===== src/rtl/sseg_pkg.sv =====
// Shared types and helpers for the multiplexed seven-segment scan controller.
package sseg_pkg;

    typedef logic [7:0] seg_t;

    localparam seg_t SEG_BLANK  = 8'hFF;
    localparam int   MAX_DIGITS = 16;

    // Active-low anode vector with only the addressed digit pulled low.
    function automatic logic [MAX_DIGITS-1:0] anode_onehot_low(input logic [3:0] idx);
        return ~(16'd1 << idx);
    endfunction

endpackage


===== src/rtl/sseg_prescaler.sv =====
// Mod-N counter with a terminal-count flag; advances only while en_i is high.
module sseg_prescaler #(
    parameter  int N = 4,
    localparam int W = (N > 1) ? $clog2(N) : 1
) (
    input  logic         clk,
    input  logic         reset,
    input  logic         en_i,
    output logic [W-1:0] count_o,
    output logic         tc_o
);

    logic [W-1:0] count_q, count_d;

    assign tc_o    = (count_q == W'(N - 1));
    assign count_o = count_q;

    // NOTE: assign a default to every always_comb output before any branch so no latch is inferred.
    always_comb begin
        count_d = count_q;
        if (en_i) begin
            count_d = tc_o ? '0 : count_q + W'(1);
        end
    end

    // NOTE: state registers use non-blocking assignments so all flops update together at the edge.
    always_ff @(posedge clk or posedge reset) begin
        if (reset) begin
            count_q <= '0;
        end else begin
            count_q <= count_d;
        end
    end

endmodule


===== src/rtl/sseg_scan_ctrl.sv =====
// Time-multiplexed seven-segment driver: slot prescaler, per-slot input latch,
// dead-time, PWM dimming, blinking and registered anode/segment outputs.
module sseg_scan_ctrl
    import sseg_pkg::*;
#(
    parameter int NUM_DIGITS   = 8,
    parameter int TICK_DIV     = 50000,
    parameter int DEAD_CYCLES  = 4,
    parameter int BRIGHT_W     = 4,
    parameter int BLINK_FRAMES = 64
) (
    input  logic                    clk,
    input  logic                    reset,
    input  logic [NUM_DIGITS*8-1:0] digits,
    input  logic [NUM_DIGITS-1:0]   blank_mask,
    input  logic [NUM_DIGITS-1:0]   blink_mask,
    input  logic [BRIGHT_W-1:0]     brightness,
    output logic [NUM_DIGITS-1:0]   an,
    output logic [7:0]              sseg,
    output logic                    frame_tick
);

    localparam int IDX_W = $clog2(NUM_DIGITS);
    localparam int CNT_W = $clog2(TICK_DIV);
    localparam int FRM_W = (BLINK_FRAMES > 1) ? $clog2(BLINK_FRAMES) : 1;

    logic [CNT_W-1:0]      slot_cnt;
    logic                  slot_end;
    logic [FRM_W-1:0]      frame_cnt;
    logic                  frame_tc;
    logic                  frame_wrap;
    logic                  past_dead;
    logic                  lit;
    logic [MAX_DIGITS-1:0] an_full;
    logic                  unused_bits;

    logic [IDX_W-1:0]      idx_q, idx_d, idx_nxt;
    logic [BRIGHT_W-1:0]   pwm_q, pwm_d;
    logic                  blink_phase_q, blink_phase_d;
    seg_t                  seg_lat_q, seg_lat_d;
    logic                  blank_lat_q, blank_lat_d;
    logic                  blink_lat_q, blink_lat_d;
    logic [BRIGHT_W-1:0]   bright_lat_q, bright_lat_d;
    logic [NUM_DIGITS-1:0] an_q, an_d;
    seg_t                  sseg_q, sseg_d;
    logic                  frame_tick_q, frame_tick_d;

    sseg_prescaler #(.N(TICK_DIV)) u_slot_presc (
        .clk     (clk),
        .reset   (reset),
        .en_i    (1'b1),
        .count_o (slot_cnt),
        .tc_o    (slot_end)
    );

    assign frame_wrap = slot_end && (idx_q == IDX_W'(NUM_DIGITS - 1));

    sseg_prescaler #(.N(BLINK_FRAMES)) u_frame_cnt (
        .clk     (clk),
        .reset   (reset),
        .en_i    (frame_wrap),
        .count_o (frame_cnt),
        .tc_o    (frame_tc)
    );

    generate
        if (DEAD_CYCLES == 0) begin : g_no_dead
            assign past_dead = 1'b1;
        end else begin : g_dead
            assign past_dead = (slot_cnt >= CNT_W'(DEAD_CYCLES));
        end
    endgenerate

    // Upper anode bits beyond NUM_DIGITS and the frame index are intentionally unused.
    assign unused_bits = ^{frame_cnt, an_full};

    always_comb begin
        idx_nxt       = (idx_q == IDX_W'(NUM_DIGITS - 1)) ? '0 : idx_q + IDX_W'(1);
        idx_d         = idx_q;
        seg_lat_d     = seg_lat_q;
        blank_lat_d   = blank_lat_q;
        blink_lat_d   = blink_lat_q;
        bright_lat_d  = bright_lat_q;
        pwm_d         = pwm_q + BRIGHT_W'(1);
        blink_phase_d = blink_phase_q ^ (frame_wrap && frame_tc);
        frame_tick_d  = frame_wrap;

        // Inputs are sampled only at the slot boundary, for the digit about to be shown.
        if (slot_end) begin
            idx_d        = idx_nxt;
            seg_lat_d    = digits[{idx_nxt, 3'b000} +: 8];
            blank_lat_d  = blank_mask[idx_nxt];
            blink_lat_d  = blink_mask[idx_nxt];
            bright_lat_d = brightness;
        end

        an_full = anode_onehot_low(4'(idx_q));
        lit     = past_dead
                  && !blank_lat_q
                  && !(blink_phase_q && blink_lat_q)
                  && ((&bright_lat_q) || (pwm_q < bright_lat_q));
        an_d    = lit ? an_full[NUM_DIGITS-1:0] : '1;
        sseg_d  = lit ? seg_lat_q : SEG_BLANK;
    end

    always_ff @(posedge clk or posedge reset) begin
        if (reset) begin
            idx_q         <= '0;
            pwm_q         <= '0;
            blink_phase_q <= 1'b0;
            seg_lat_q     <= SEG_BLANK;
            blank_lat_q   <= 1'b1;
            blink_lat_q   <= 1'b0;
            bright_lat_q  <= '0;
            an_q          <= '1;
            sseg_q        <= SEG_BLANK;
            frame_tick_q  <= 1'b0;
        end else begin
            idx_q         <= idx_d;
            pwm_q         <= pwm_d;
            blink_phase_q <= blink_phase_d;
            seg_lat_q     <= seg_lat_d;
            blank_lat_q   <= blank_lat_d;
            blink_lat_q   <= blink_lat_d;
            bright_lat_q  <= bright_lat_d;
            an_q          <= an_d;
            sseg_q        <= sseg_d;
            frame_tick_q  <= frame_tick_d;
        end
    end

    assign an         = an_q;
    assign sseg       = sseg_q;
    assign frame_tick = frame_tick_q;

endmodule

===== config.mk =====
export PLATFORM = sky130hd
export DESIGN_NAME = sseg_scan_ctrl
export DESIGN_NICKNAME = d
export VERILOG_FILES = /design/src/rtl/sseg_pkg.sv /design/src/rtl/sseg_prescaler.sv /design/src/rtl/sseg_scan_ctrl.sv
export SDC_FILE = /design/constraint.sdc
export NUM_CORES = 1
export LEC_CHECK = 0
export ABC_AREA = 1
export BUFFER_PORTS_ARGS = -buffer_cell sky130_fd_sc_hd__buf_2
export CAP_MARGIN = 15
export CORE_MARGIN = 3
export CORE_UTILIZATION = 58
export CTS_BUF_LIST = sky130_fd_sc_hd__clkbuf_16
export CTS_CLUSTER_DIAMETER = 30
export DETAILED_ROUTE_END_ITERATION = 8
export PLACE_DENSITY = 0.94
export REMOVE_ABC_BUFFERS = 1
export SLEW_MARGIN = 15
export SYNTH_ARGS = -nofsm -noshare
export SYNTH_HDL_FRONTEND = slang
export SYNTH_SLANG_ARGS = --single-unit

===== constraint.sdc =====
create_clock -name clk -period 3.7 [get_ports clk]
set_input_delay 0.37 -clock clk [delete_from_list [all_inputs] [get_ports clk]]
set_output_delay 0.37 -clock clk [all_outputs]
set_load 0.1 [all_outputs]

After elaboration in Yosys (flattened, before gate mapping)

Index checks and enable logic that the tools add are counted.

Muxes and demuxes: 9
Eq/ne operators: 3
$lt $le $gt $ge: 3
$mul: 0
Add/sub/neg operators: 4
Bitwise operators: 2
Reduce and logical (&&, ||, !) cells: 10
Div/mod/pow operators: 0
Shift-type cells: 2

Operator list:

| operator                                                                             | number |
|---|---|
| 64-bit by 7-bit variable part select with 8-bit output                               | 1 |
| 16-bit by 1-bit adder with 16-bit output, second input constant                      | 1 |
| 16-bit equality test, second input constant                                          | 1 |
| 16-bit by 3-bit greater-or-equal comparator with 1-bit output, second input constant | 1 |
| 16-bit two-way mux                                                                   | 1 |
| 8-bit two-way mux                                                                    | 2 |
| 8-bit inverter                                                                       | 1 |
| 1-bit by 3-bit left shift with 8-bit output, first input constant                    | 1 |
| 6-bit by 1-bit adder with 6-bit output, second input constant                        | 1 |
| 1-bit binary-select mux with 3-bit select                                            | 2 |
| 6-bit equality test, second input constant                                           | 1 |
| 1-bit logical AND                                                                    | 6 |
| 6-bit two-way mux                                                                    | 1 |
| 4-bit by 1-bit adder with 4-bit output, second input constant                        | 1 |
| 3-bit by 4-bit < comparator with 1-bit output, second input constant                 | 1 |
| 4-bit < comparator                                                                   | 1 |
| 4-bit AND reduction                                                                  | 1 |
| 3-bit by 1-bit adder with 3-bit output, second input constant                        | 1 |
| 3-bit equality test, second input constant                                           | 1 |
| 3-bit two-way mux                                                                    | 1 |
| 1-bit zero test                                                                      | 2 |
| 1-bit two-way mux                                                                    | 2 |
| 1-bit logical OR                                                                     | 1 |
| 1-bit XOR                                                                            | 1 |

Bits in writable memories: 0
Logic and storage cells: 45
Latch bits: 0
Output and inout port bits: 17
Memories: 0
Bits in read-only memories: 0
Bits in registers: 61

Logic depth before layout (Yosys ltp)

Depth in word-level cells: 5
Gate-level depth with buffers: 11
Mapped depth without buffers: 9

Cells and area by module

From an unflattened synthesis, not the netlist that was laid out.

Cell total of the unflattened synthesis: 558
Area, all modules: 3887.5 sq um

By module, submodules not included:

| module                         | sequential area each (sq um) | times used | area each (sq um) | cells an instance |
|---|---|---|---|---|
| sseg_scan_ctrl                 | 1007.2                       | 1          | 2549.9            | 375 |
| sseg_prescaler at u_slot_presc | 400.4                        | 1          | 1004.7            | 146 |
| sseg_prescaler at u_frame_cnt  | 150.1                        | 1          | 332.8             | 37 |

Worst setup path after synthesis

Ideal clock, no wire load.

Path kind: flip-flop to flip-flop
Start: register idx_q[0]
End: register blink_lat_q
Path buffers: 2
Cell stages (with the launch flop): 11
Clock period less this slack: 1.713 ns
Setup slack: 1.987 ns
Data arrival time: 1.588 ns
Library setup time: 0.126 ns
Cell sequence: dfrtp_1 ha_1 ha_1 buf_2 nor2_2 buf_2 nand2_1 nand3_1 nand2_1 nand3_1 nand3_1

Cells in the longest elaborated chain, start to end: 4
Elaborated cells between the ends (all ways): 5
Those cells by class: add/sub: 1; eq/ne: 1; mux: 3

RTL lines:

| element                                                                              | RTL line              | text |
|---|---|---|
| start: declaration                                                                   | sseg_scan_ctrl.sv:37  | `logic [IDX_W-1:0] idx_q, idx_d, idx_nxt;` |
| start signal: assignment                                                             | sseg_scan_ctrl.sv:119 | `idx_q <= idx_d;` |
| 3-bit by 1-bit adder with 3-bit output / 3-bit equality test (equally long branches) | sseg_scan_ctrl.sv:78  | `idx_nxt = (idx_q == IDX_W'(NUM_DIGITS - 1)) ? '0 : idx_q + IDX_W'(1);` |
| 3-bit two-way mux *                                                                  | sseg_scan_ctrl.sv:78  |  |
| 1-bit binary-select mux with 3-bit select *                                          | sseg_scan_ctrl.sv:93  | `blink_lat_d = blink_mask[idx_nxt];` |
| 1-bit two-way mux (implied by the code) *                                            | sseg_scan_ctrl.sv:93  |  |
| end signal: assignment                                                               | sseg_scan_ctrl.sv:124 | `blink_lat_q <= blink_lat_d;` |
| end: declaration                                                                     | sseg_scan_ctrl.sv:42  | `logic blink_lat_q, blink_lat_d;` |

Every way passes the cells marked *; elsewhere a longest branch is shown, timed or not. The select of a mux whose other input is x is not followed.
A chain may end at the register's enable or synchronous reset.

Final worst setup path

Start: register idx_q[0]
End: register blink_lat_q

Cells in the longest elaborated chain, start to end: 4
Elaborated cells between the ends (all ways): 5
Those cells by class: add/sub: 1; eq/ne: 1; mux: 3

RTL lines:

| element                                                                              | RTL line |
|---|---|
| 3-bit by 1-bit adder with 3-bit output / 3-bit equality test (equally long branches) | sseg_scan_ctrl.sv:78 |
| 3-bit two-way mux *                                                                  | sseg_scan_ctrl.sv:78 |
| named net idx_nxt[1]                                                                 | sseg_scan_ctrl.sv:37 |
| 1-bit binary-select mux with 3-bit select *                                          | sseg_scan_ctrl.sv:93 |
| 1-bit two-way mux (implied by the code) *                                            | sseg_scan_ctrl.sv:93 |

The timed path passes the listed nets; every way through them passes the cells marked *. The select of a mux whose other input is x is not followed.

==> metrics.txt <==
max-slew violations=0; share of cells above drive strength 1=24.9%; Mapped Avg Cell Area=6.84 um^2; worst-margin pin slew=809 ps; ys flop type=dfrtp_1; sequential share of the synthesized area=38.2%; post-synth top area cell=dfrtp_1; final hold slack=96.8 ps; status=completed; drt pass-1 iters=6; Multi-input gate area=1880 um^2; antenna-violating nets left=0; Setup Skew=13.4 ps; DR vias=4036; Initial DRC Count=216; EDFF count, synth=0; CTS buffer count=9; Global Route Usage Sum=25.5%; Leakage=2.87 nW; max layer used=met4; Die Ht=89.8 um; num ports=103; maximum clock frequency=0.398 GHz; RSZ-0062 raised after global routing=false; Synth Register Bits=61; largest cells by area after synthesis=dfrtp_1 22%, dfstp_2 16%, nand2_1 16%; Synthesis Warnings=0; most frequent cells in the layout=169 x nand2_1, 129 x inv_1, 102 x buf_2; Worst EP required=3890 ps; initial antenna violation count=0; drt wl/cell=12.8 um; port bufs=102; post-route cell area=4850 um^2; Core ar.=6570 um^2; worst-case vdd ir drop=189 uV; crit end category=flip-flop; worst min-delay path class=input pin to asynchronous set/reset pin; HPWL Detailed=7.36 mm; mapped cell area=4080 um^2; CTS sink cnt=61; critical path arrival=2700 ps; via/cell ratio=5.12; Mapped Cells=596; clk root buf=clkbuf_16; worst-path cell chain=inv_2, ha_1, inv_1, nand3_1, nand2_1, nand3_1, nand3_1; critical path fanouts, max=21; Final setup viols=0; asr flop ratio synth=100%; CTS clk-pin slew, worst paths=60 ps; synthesis-to-finish area growth=19.1%; Cell Rows=29; Die Area=8070 um^2; Final Util=73.9%; WS Path Type=flip-flop to flip-flop; clock buffer depth=2; Die X=89.8 um; endpoints failing hold=0; Tcrit/Tclk final=67.8%; TNS Setup=0 ps; Tmin final=2510 ps; gr ovfl total=0; Pwr per Cell Area=307 nW/um^2; post-CTS setup repair buffer count=0; aggregate routed wire length=10.1 mm; nets=790; clock latency on the worst-skew pair=330 ps; commonest non-fill, non-tap cell in the layout=nand2_1; Final WS setup=1190 ps; fillers=492; Synth top area share=22.1%; met2 wire len=5.05 mm; most used cell, CP=nand3_1; diode count=0; Hold-fix buffers, CTS=0; Netlist cell types=37; Crit path largest cell delay=750 ps; DRC=0; H-tree levels=3; met3 WL=720 um; gpl congestion=0.839; dpl cell area=4600 um^2; CP Launch Type=flip-flop; post-cts resize count=0; Initial Util=62.0%; max_cap viols=0; Worst path slowest cell=ha_1; M1 WL=4.15 mm; CTS tree=yes; number of global-route vias before repair=3972; first-pass GRT wire length=17.1 mm; largest net degree at the start of global routing=42; Seq. cell area=1560 um^2; pre-CTS WS=1320 ps; Slew HR=46.0%
worst max-delay path: cells and delay by family (launching register included):
kind | cells | cell delay, ps
fa+ha+maj | 1 | 750
buf+inv | 2 | 640
flops | 1 | 450
simple gates | 4 | 530
cells by family (layout without fill, tap and decap cells):
family	count (synthesis)	in the layout	share of synthesized area, %
DFF	61	61	38.2
xor gates and xnor gates	9	9	1.93
adders and majority gates	13	13	3.99
and+or+nand+nor	334	334	37.0
AOI/OAI and AO/OA	22	22	3.16
buffers and inverters	157	257	15.7
worst paths after layout:
path	start	cells past startpoint	slack (ps)	to
setup / recovery	idx_q[0]	7	1190	blink_lat_q
hold / removal	reset	2	100	u_slot_presc.count_o[5]
setup reg to reg	idx_q[0]	7	1190	blink_lat_q
hold reg to reg	pwm_q[0]	1	480	pwm_q[0]
max in group asynchronous	reset	3	2730	an[3]
min in group clk	brightness[0]	3	260	bright_lat_q[0]
synthesized netlist by cell type (3+ instances only):
library cell	number
nand2_2	4
o21ai_2	3
dfrtp_1	36
nor2_2	6
inv_1	129
dfstp_2	25
o21ai_0	7
nand4_1	3
nand3_1	100
o21ai_1	3
nand2_1	169
nor2_4	3
nor3_1	7
xor2_1	7
a21oi_1	6
inv_2	6
clkbuf_1	4
nor2_1	33
ha_1	13
buf_2	10
sequential cells by signal (all words and copies together) (netlist names):
name	count
bright_lat_q	4
an	8
frame_tick	1
blink_phase_q	1
idx_q	3
sseg	8
blink_lat_q	1
seg_lat_q	8
u_frame_cnt.count_o	6
u_slot_presc.count_o	16
blank_lat_q	1
pwm_q	4
per-layer routing:
metal	global-route usage, %	up-vias
met5	0	-
met4	11.2	0
met3	5.18	19
met2	43.6	195
met1	31.3	1835
li1	-	1987
report_power, final:
| group | switching, mW | leakage [nW] | internal (mW) | total (mW) |
|---|---|---|---|---|
| Combinational | 0.0503 | 2.02 | 0.0486 | 0.0990 |
| Clock | 0.282 | 0.133 | 0.441 | 0.723 |
| Sequential | 0 | 0.721 | 0.669 | 0.669 |
through the flow:
stage / total power, mW / cells
after floorplan: 0.724 / 575
after global placement: 0.775 / 773
after detailed placement: 0.778 / 773
after CTS: 1.50 / 789
after global routing: 1.55 / 789
final: 1.49 / 789
area by class of cell:
| cell class | count | area share, % |
|---|---|---|
| Inverter | 136 | 10.5 |
| Timing Repair Buffer | 105 | 11.0 |
| Clock inverter | 7 | 0.696 |
| Clock buffer | 9 | 4.64 |
| Sequential cell | 61 | 32.1 |
| Multi-Input combinational cell | 378 | 38.7 |
| Tap cell | 93 | 2.40 |
No activity file was read; power rests on OpenSTA's default activity.
